`src/rtl/crypt_pkg.sv`:
```
// Shared definitions for the crypt stream controller: state encoding,
// default widths and the mode select constants.
package crypt_pkg;

    localparam int DEF_DATA_W = 8;
    localparam int DEF_CNT_W  = 16;

    localparam logic MODE_ENC = 1'b0;
    localparam logic MODE_DEC = 1'b1;

    typedef enum logic [1:0] {
        ST_NOKEY = 2'd0,
        ST_IDLE  = 2'd1,
        ST_PROC  = 2'd2,
        ST_HOLD  = 2'd3
    } state_t;

endpackage

```
`src/rtl/crypt_stream_ctrl_key_roll.sv`:
```
// Left-rotate of the working key by a fixed amount; ROT=0 passes the key through.
module key_roll #(
    parameter int DATA_W = 8,
    parameter int ROT    = 1
) (
    input  logic [DATA_W-1:0] key_cur,
    output logic [DATA_W-1:0] key_next
);

    // A shift by DATA_W yields zero, so ROT=0 collapses to the identity.
    assign key_next = (key_cur << ROT) | (key_cur >> (DATA_W - ROT));

endmodule

```
`src/rtl/crypt_stream_ctrl.sv`:
```
// Byte-stream sequencer sharing one encrypter/decrypter pair with a session key.
//
// state    | meaning
// ---------+-----------------------------------------------------------
// ST_NOKEY | no session key; input blocked, waiting for key_load
// ST_IDLE  | key present; ready for a byte, key reload or key clear
// ST_PROC  | datapath inputs held stable for one full cycle
// ST_HOLD  | result presented on out_data until out_ready
module crypt_stream_ctrl
    import crypt_pkg::*;
#(
    parameter int DATA_W = DEF_DATA_W,
    parameter int ROT    = 1,
    parameter int CNT_W  = DEF_CNT_W
) (
    input  logic              clk,
    input  logic              reset,
    input  logic              key_load,
    input  logic [DATA_W-1:0] key_in,
    input  logic              key_clear,
    input  logic              mode,
    input  logic              roll_en,
    input  logic              in_valid,
    output logic              in_ready,
    input  logic [DATA_W-1:0] in_data,
    output logic [DATA_W-1:0] dp_message,
    output logic [DATA_W-1:0] dp_key,
    input  logic [DATA_W-1:0] enc_result,
    input  logic [DATA_W-1:0] dec_result,
    output logic              out_valid,
    input  logic              out_ready,
    output logic [DATA_W-1:0] out_data,
    output logic              key_valid,
    output logic              key_err,
    output logic [CNT_W-1:0]  byte_count
);

    state_t             state_q, state_d;
    logic [DATA_W-1:0]  sess_key_q, sess_key_d;
    logic [DATA_W-1:0]  work_key_q, work_key_d;
    logic [DATA_W-1:0]  msg_q, msg_d;
    logic               mode_q, mode_d;
    logic               roll_q, roll_d;
    logic [DATA_W-1:0]  out_data_q, out_data_d;
    logic [CNT_W-1:0]   cnt_q, cnt_d;
    logic               key_err_q, key_err_d;
    logic [DATA_W-1:0]  work_key_rot;

    key_roll #(
        .DATA_W (DATA_W),
        .ROT    (ROT)
    ) u_key_roll (
        .key_cur  (work_key_q),
        .key_next (work_key_rot)
    );

    // State and datapath registers with synchronous reset.
    always_ff @(posedge clk) begin
        if (reset) begin
            state_q    <= ST_NOKEY;
            sess_key_q <= '0;
            work_key_q <= '0;
            msg_q      <= '0;
            mode_q     <= 1'b0;
            roll_q     <= 1'b0;
            out_data_q <= '0;
            cnt_q      <= '0;
            key_err_q  <= 1'b0;
        end else begin
            state_q    <= state_d;
            sess_key_q <= sess_key_d;
            work_key_q <= work_key_d;
            msg_q      <= msg_d;
            mode_q     <= mode_d;
            roll_q     <= roll_d;
            out_data_q <= out_data_d;
            cnt_q      <= cnt_d;
            key_err_q  <= key_err_d;
        end
    end

    // Next-state and register update logic.
    always_comb begin
        state_d    = state_q;
        sess_key_d = sess_key_q;
        work_key_d = work_key_q;
        msg_d      = msg_q;
        mode_d     = mode_q;
        roll_d     = roll_q;
        out_data_d = out_data_q;
        cnt_d      = cnt_q;
        key_err_d  = 1'b0;

        case (state_q)
            ST_NOKEY: begin
                if (key_load) begin
                    sess_key_d = key_in;
                    work_key_d = key_in;
                    cnt_d      = '0;
                    state_d    = ST_IDLE;
                end
            end
            ST_IDLE: begin
                if (in_valid) begin
                    // A byte handshake wins; a simultaneous key request is refused
                    // so the byte is processed with the key it arrived under.
                    msg_d     = in_data;
                    mode_d    = mode;
                    roll_d    = roll_en;
                    key_err_d = key_load | key_clear;
                    state_d   = ST_PROC;
                end else if (key_load) begin
                    sess_key_d = key_in;
                    work_key_d = key_in;
                    cnt_d      = '0;
                end else if (key_clear) begin
                    sess_key_d = '0;
                    work_key_d = '0;
                    state_d    = ST_NOKEY;
                end
            end
            ST_PROC: begin
                out_data_d = (mode_q == MODE_DEC) ? dec_result : enc_result;
                key_err_d  = key_load | key_clear;
                state_d    = ST_HOLD;
            end
            ST_HOLD: begin
                key_err_d = key_load | key_clear;
                if (out_ready) begin
                    cnt_d = cnt_q + {{(CNT_W-1){1'b0}}, 1'b1};
                    if (roll_q) begin
                        work_key_d = work_key_rot;
                    end
                    state_d = ST_IDLE;
                end
            end
            default: begin
                state_d = ST_NOKEY;
            end
        endcase
    end

    assign in_ready   = (state_q == ST_IDLE);
    assign out_valid  = (state_q == ST_HOLD);
    assign key_valid  = (state_q != ST_NOKEY);
    assign dp_message = msg_q;
    assign dp_key     = work_key_q;
    assign out_data   = out_data_q;
    assign key_err    = key_err_q;
    assign byte_count = cnt_q;

endmodule

```
`config.mk`:
```
export PLATFORM = sky130hd
export DESIGN_NAME = crypt_stream_ctrl
export DESIGN_NICKNAME = d
export VERILOG_FILES = /design/src/rtl/crypt_pkg.sv /design/src/rtl/crypt_stream_ctrl_key_roll.sv /design/src/rtl/crypt_stream_ctrl.sv
export SDC_FILE = /design/constraint.sdc
export NUM_CORES = 1
export LEC_CHECK = 0
export BUFFER_PORTS_ARGS = -buffer_cell sky130_fd_sc_hd__buf_2
export CORE_ASPECT_RATIO = 0.6
export CORE_UTILIZATION = 50
export DETAILED_ROUTE_END_ITERATION = 10
export GPL_TIMING_DRIVEN = 0
export MAX_ROUTING_LAYER = met4
export PLACE_DENSITY = 0.82
export SLEW_MARGIN = 20
export SYNTH_ARGS = -nofsm -noshare
export SYNTH_HDL_FRONTEND = slang
export SYNTH_SLANG_ARGS = --single-unit
```
`constraint.sdc`:
```
create_clock -name clk -period 3.4 [get_ports clk]
set_clock_uncertainty 0.1 [all_clocks]
set_input_delay 0.68 -clock clk [delete_from_list [all_inputs] [get_ports clk]]
set_output_delay 0.68 -clock clk [all_outputs]
set_load 0.01 [all_outputs]
```
==> key figures <==
Route
  – Post-DRT Antenna Nets: 0
  – Routed wire length: 5.01 mm
  – Post-DR vias/cell: 5.48
  – Starting DRT DRC Count: 73
  – DR WL met3: 273 um
  – DR top layer: met4
  – DR DRC count: 0
  – Wl on met1: 2.66 mm
  – First-pass DRT Iterations: 4
  – Drt wl/cell: 13.4 um
  – Met2 routed WL: 2.06 mm
  – Via count: 2044

Logic synthesis
  – YS warnings: 0
  – Post-synthesis cell type count: 36
  – Syn Inst Count: 235
  – Synthesized area per cell: 8.90 um2
  – Async set or reset register ratio after synthesis: 0
  – EDFF count, synth: 0
  – Synth Cell Area: 2090 um2
  – Mapped Nets: 282
  – Flops & latches, synth: 45
  – Top FF cell, synth: dfxtp_1
  – Sequential-to-total area share from yosys stat: 0.431

Global route
  – First-pass GRT wire length: 8.36 mm
  – GRT Total Usage: 0.246
  – Pin count of the biggest net entering global routing: 14
  – Vias in the first global route: 1833
  – Overflow after GRT: 0
  – Initial antenna violation count: 0

Setup path
  – Worst setup SP type: register
  – Critical path class: register to register
  – Nature of the critical path endpoint: register
  – Worst-path fanout max: 10
  – Worst r2r dst: dp_key[3]$_SDFFE_PP0P_
  – Worst r2r src: state_q[1]$_SDFFE_PP0P_
  – R2R setup slack: 1.17 ns
  – Crit path DAT: 2.34 ns
  – Register-to-Register Path Depth: 7
  – Req. time, crit path: 3.50 ns

Timing
  – Final period utilization: 0.656
  – # setup viols final: 0
  – Unrepaired setup endpoints after global routing: false
  – Final hold vios: 0
  – Setup slack after layout: 1.17 ns
  – Slew Limit Fails: 0
  – Sum of negative setup slack: 0 ns
  – Worst Hold Slack: 0.357 ns
  – Least-Margin Pin Slew: 0.662 ns
  – Relative slew slack: 0.546
  – Final Critical Period: 2.23 ns
  – Fmax: 448 MHz

Power
  – VDD IR-drop max: 0.273 mV
  – Combinational Power Share: 0.177
  – Power Dens Cells: 426 nW/um2
  – Int Power: 826 uW
  – Sw Ratio: 0.273
  – Leak: 1.15 nW
  – Seq pwr share: 0.506
  – Switching Power: 311 uW
  – Clk pwr share: 0.317

Worst hold path
  – Hold Crit Class: register to register
  – Worst min-delay path startpoint: dp_message[4]$_SDFFE_PP0P_
  – Hold Path Cell Cnt: 2
  – Hold EP: dp_message[4]$_SDFFE_PP0P_

Die
  – CORE AREA: 3830 um2
  – Die footprint: 4460 um2
  – Initial Util: 0.546
  – Site row count: 17
  – I/O Pins: 84
  – DIE HEIGHT: 52.1 um
  – Die width: 85.5 um

Layout
  – Layout Utilization: 0.697
  – Nets@finish: 372
  – Layout area overhead: 27.5%
  – Design Area, Final: 2670 um2
  – N_diodes: 0
  – Share of layout cells above drive strength 1: 0.307

Clocking
  – Clk_lat worst skew: 0.29 ns
  – H-tree depth: 2
  – Post_cts resized: 0
  – Clk sink count: 45
  – CTS tree: built
  – Maximum root-to-sink buffer count: 2
  – Clock-pin slew on the worst setup and hold paths: 0.08 ns
  – Clock buffer count from CTS: 5
  – CTS Hold Buffers Added: 0
  – Root buf cell: clkbuf_8
  – Postcts setup bufs: 0

Place
  – Detailed Place HPWL: 3.67 mm
  – Port Buffer Count: 83
  – RePlAce Congestion: 0.772
  – Placed Area: 2570 um2
  – Pre-CTS setup slack: 1.24 ns

Run status
  – Status: complete, no violations

Flow run
  – Max cap viols: 0
power by group through the flow:
stage | logic (mW) | registers, mW | clock network [mW]
after global routing | 0.225 | 0.579 | 0.392
after global placement | 0.196 | 0.586 | 0
final | 0.202 | 0.575 | 0.360
after CTS | 0.202 | 0.575 | 0.367
after floorplan | 0.113 | 0.596 | 0
after detailed placement | 0.200 | 0.587 | 0
cells in the mapped netlist (all sizes together), types with 3 or more instances:
master / count / area, um2
mux2i: 10 / 100
a311oi: 8 / 70.1
nand2: 31 / 116
inv: 4 / 15.0
dfxtp: 45 / 901
nand2b: 3 / 21.3
a211oi: 10 / 87.6
buf: 7 / 33.8
o31ai: 8 / 60.1
o211ai: 4 / 30.0
or4: 11 / 82.6
clkbuf: 6 / 22.5
ha: 7 / 87.6
xor2: 3 / 26.3
a22oi: 8 / 60.1
nand4: 4 / 25.0
nor2: 14 / 52.6
a21oi: 30 / 150
nand3: 7 / 40.0
layout make-up:
| cell class | instances | area, um2 |
|---|---|---|
| tap | 47 | 58.8 |
| multi-input combinational | 173 | 1120 |
| clock buffer | 7 | 96.3 |
| buffer | 13 | 56.3 |
| timing repair buffer | 83 | 415 |
| fill | 348 | 1160 |
| sequential | 45 | 901 |
| inverter | 4 | 15.0 |
| clock inverter | 1 | 5.00 |
cell families after synthesis:
logic type | after synthesis | share of synthesized area
flops | 45 | 0.431
buf+inv | 17 | 0.0341
simple gates | 80 | 0.193
fa+ha+maj | 7 | 0.0419
mux | 11 | 0.0550
xor+xnor | 3 | 0.0126
compound gates | 72 | 0.233
how the worst max path moves through the flow:
stage | start | endpoint | slack (ns) | cells after the start
floorplan | state_q[1]$_SDFFE_PP0P_ | dp_key[3]$_SDFFE_PP0P_ | 1.45 | 7
global placement | state_q[1]$_SDFFE_PP0P_ | dp_key[3]$_SDFFE_PP0P_ | 1.21 | 7
detailed placement | state_q[1]$_SDFFE_PP0P_ | dp_key[4]$_SDFFE_PP0P_ | 1.24 | 7
CTS | state_q[1]$_SDFFE_PP0P_ | dp_key[3]$_SDFFE_PP0P_ | 1.18 | 7
global route | state_q[1]$_SDFFE_PP0P_ | dp_key[3]$_SDFFE_PP0P_ | 0.96 | 7
finish | state_q[1]$_SDFFE_PP0P_ | dp_key[3]$_SDFFE_PP0P_ | 1.17 | 7
metrics by stage:
step,power [mW],instances
3_5_place_dp,0.787,365
6_report,1.14,373
2_1_floorplan,0.710,235
5_1_grt,1.20,373
3_3_place_gp,0.783,365
4_1_cts,1.14,373
state kept, by name, summed over array words and instances, names as in the netlist:
name and cells:
key_err 1, roll_q 1, mode_q 1, byte_count 16, dp_key 8, out_data 8, dp_message 8, state_q 2
cell usage in the layout, fill, tap and decap left out, drive strengths merged, types with 2 or more instances in the layout:
cell    instances
a211oi         10
a21oi          30
a22oi           8
a311oi          8
and3            2
and4            2
buf            90
clkbuf         13
dfxtp          45
ha              7
inv             4
mux2i          10
nand2          31
nand2b          3
nand3           7
nand4           4
nor2           14
nor2b           2
o211ai          4
o21ai           2
o31ai           8
or4            11
xor2            3
worst max-delay path, cell delays in order, from the launching register on:
cell,delay [ns]
dfxtp_1,0.44
inv_1,0.14
ha_1,0.30
and2_1,0.25
a211oi_4,0.37
buf_4,0.24
a21oi_1,0.07
a311oi_1,0.24
routing by layer:
| metal | vias up | track usage |
|---|---|---|
| li1 | 1063 | - |
| met1 | 920 | 0.345 |
| met2 | 59 | 0.365 |
| met3 | 2 | 0.0556 |
| met4 | 0 | 0.0500 |
| met5 | - | - |
(Power assumes the default switching activity.)
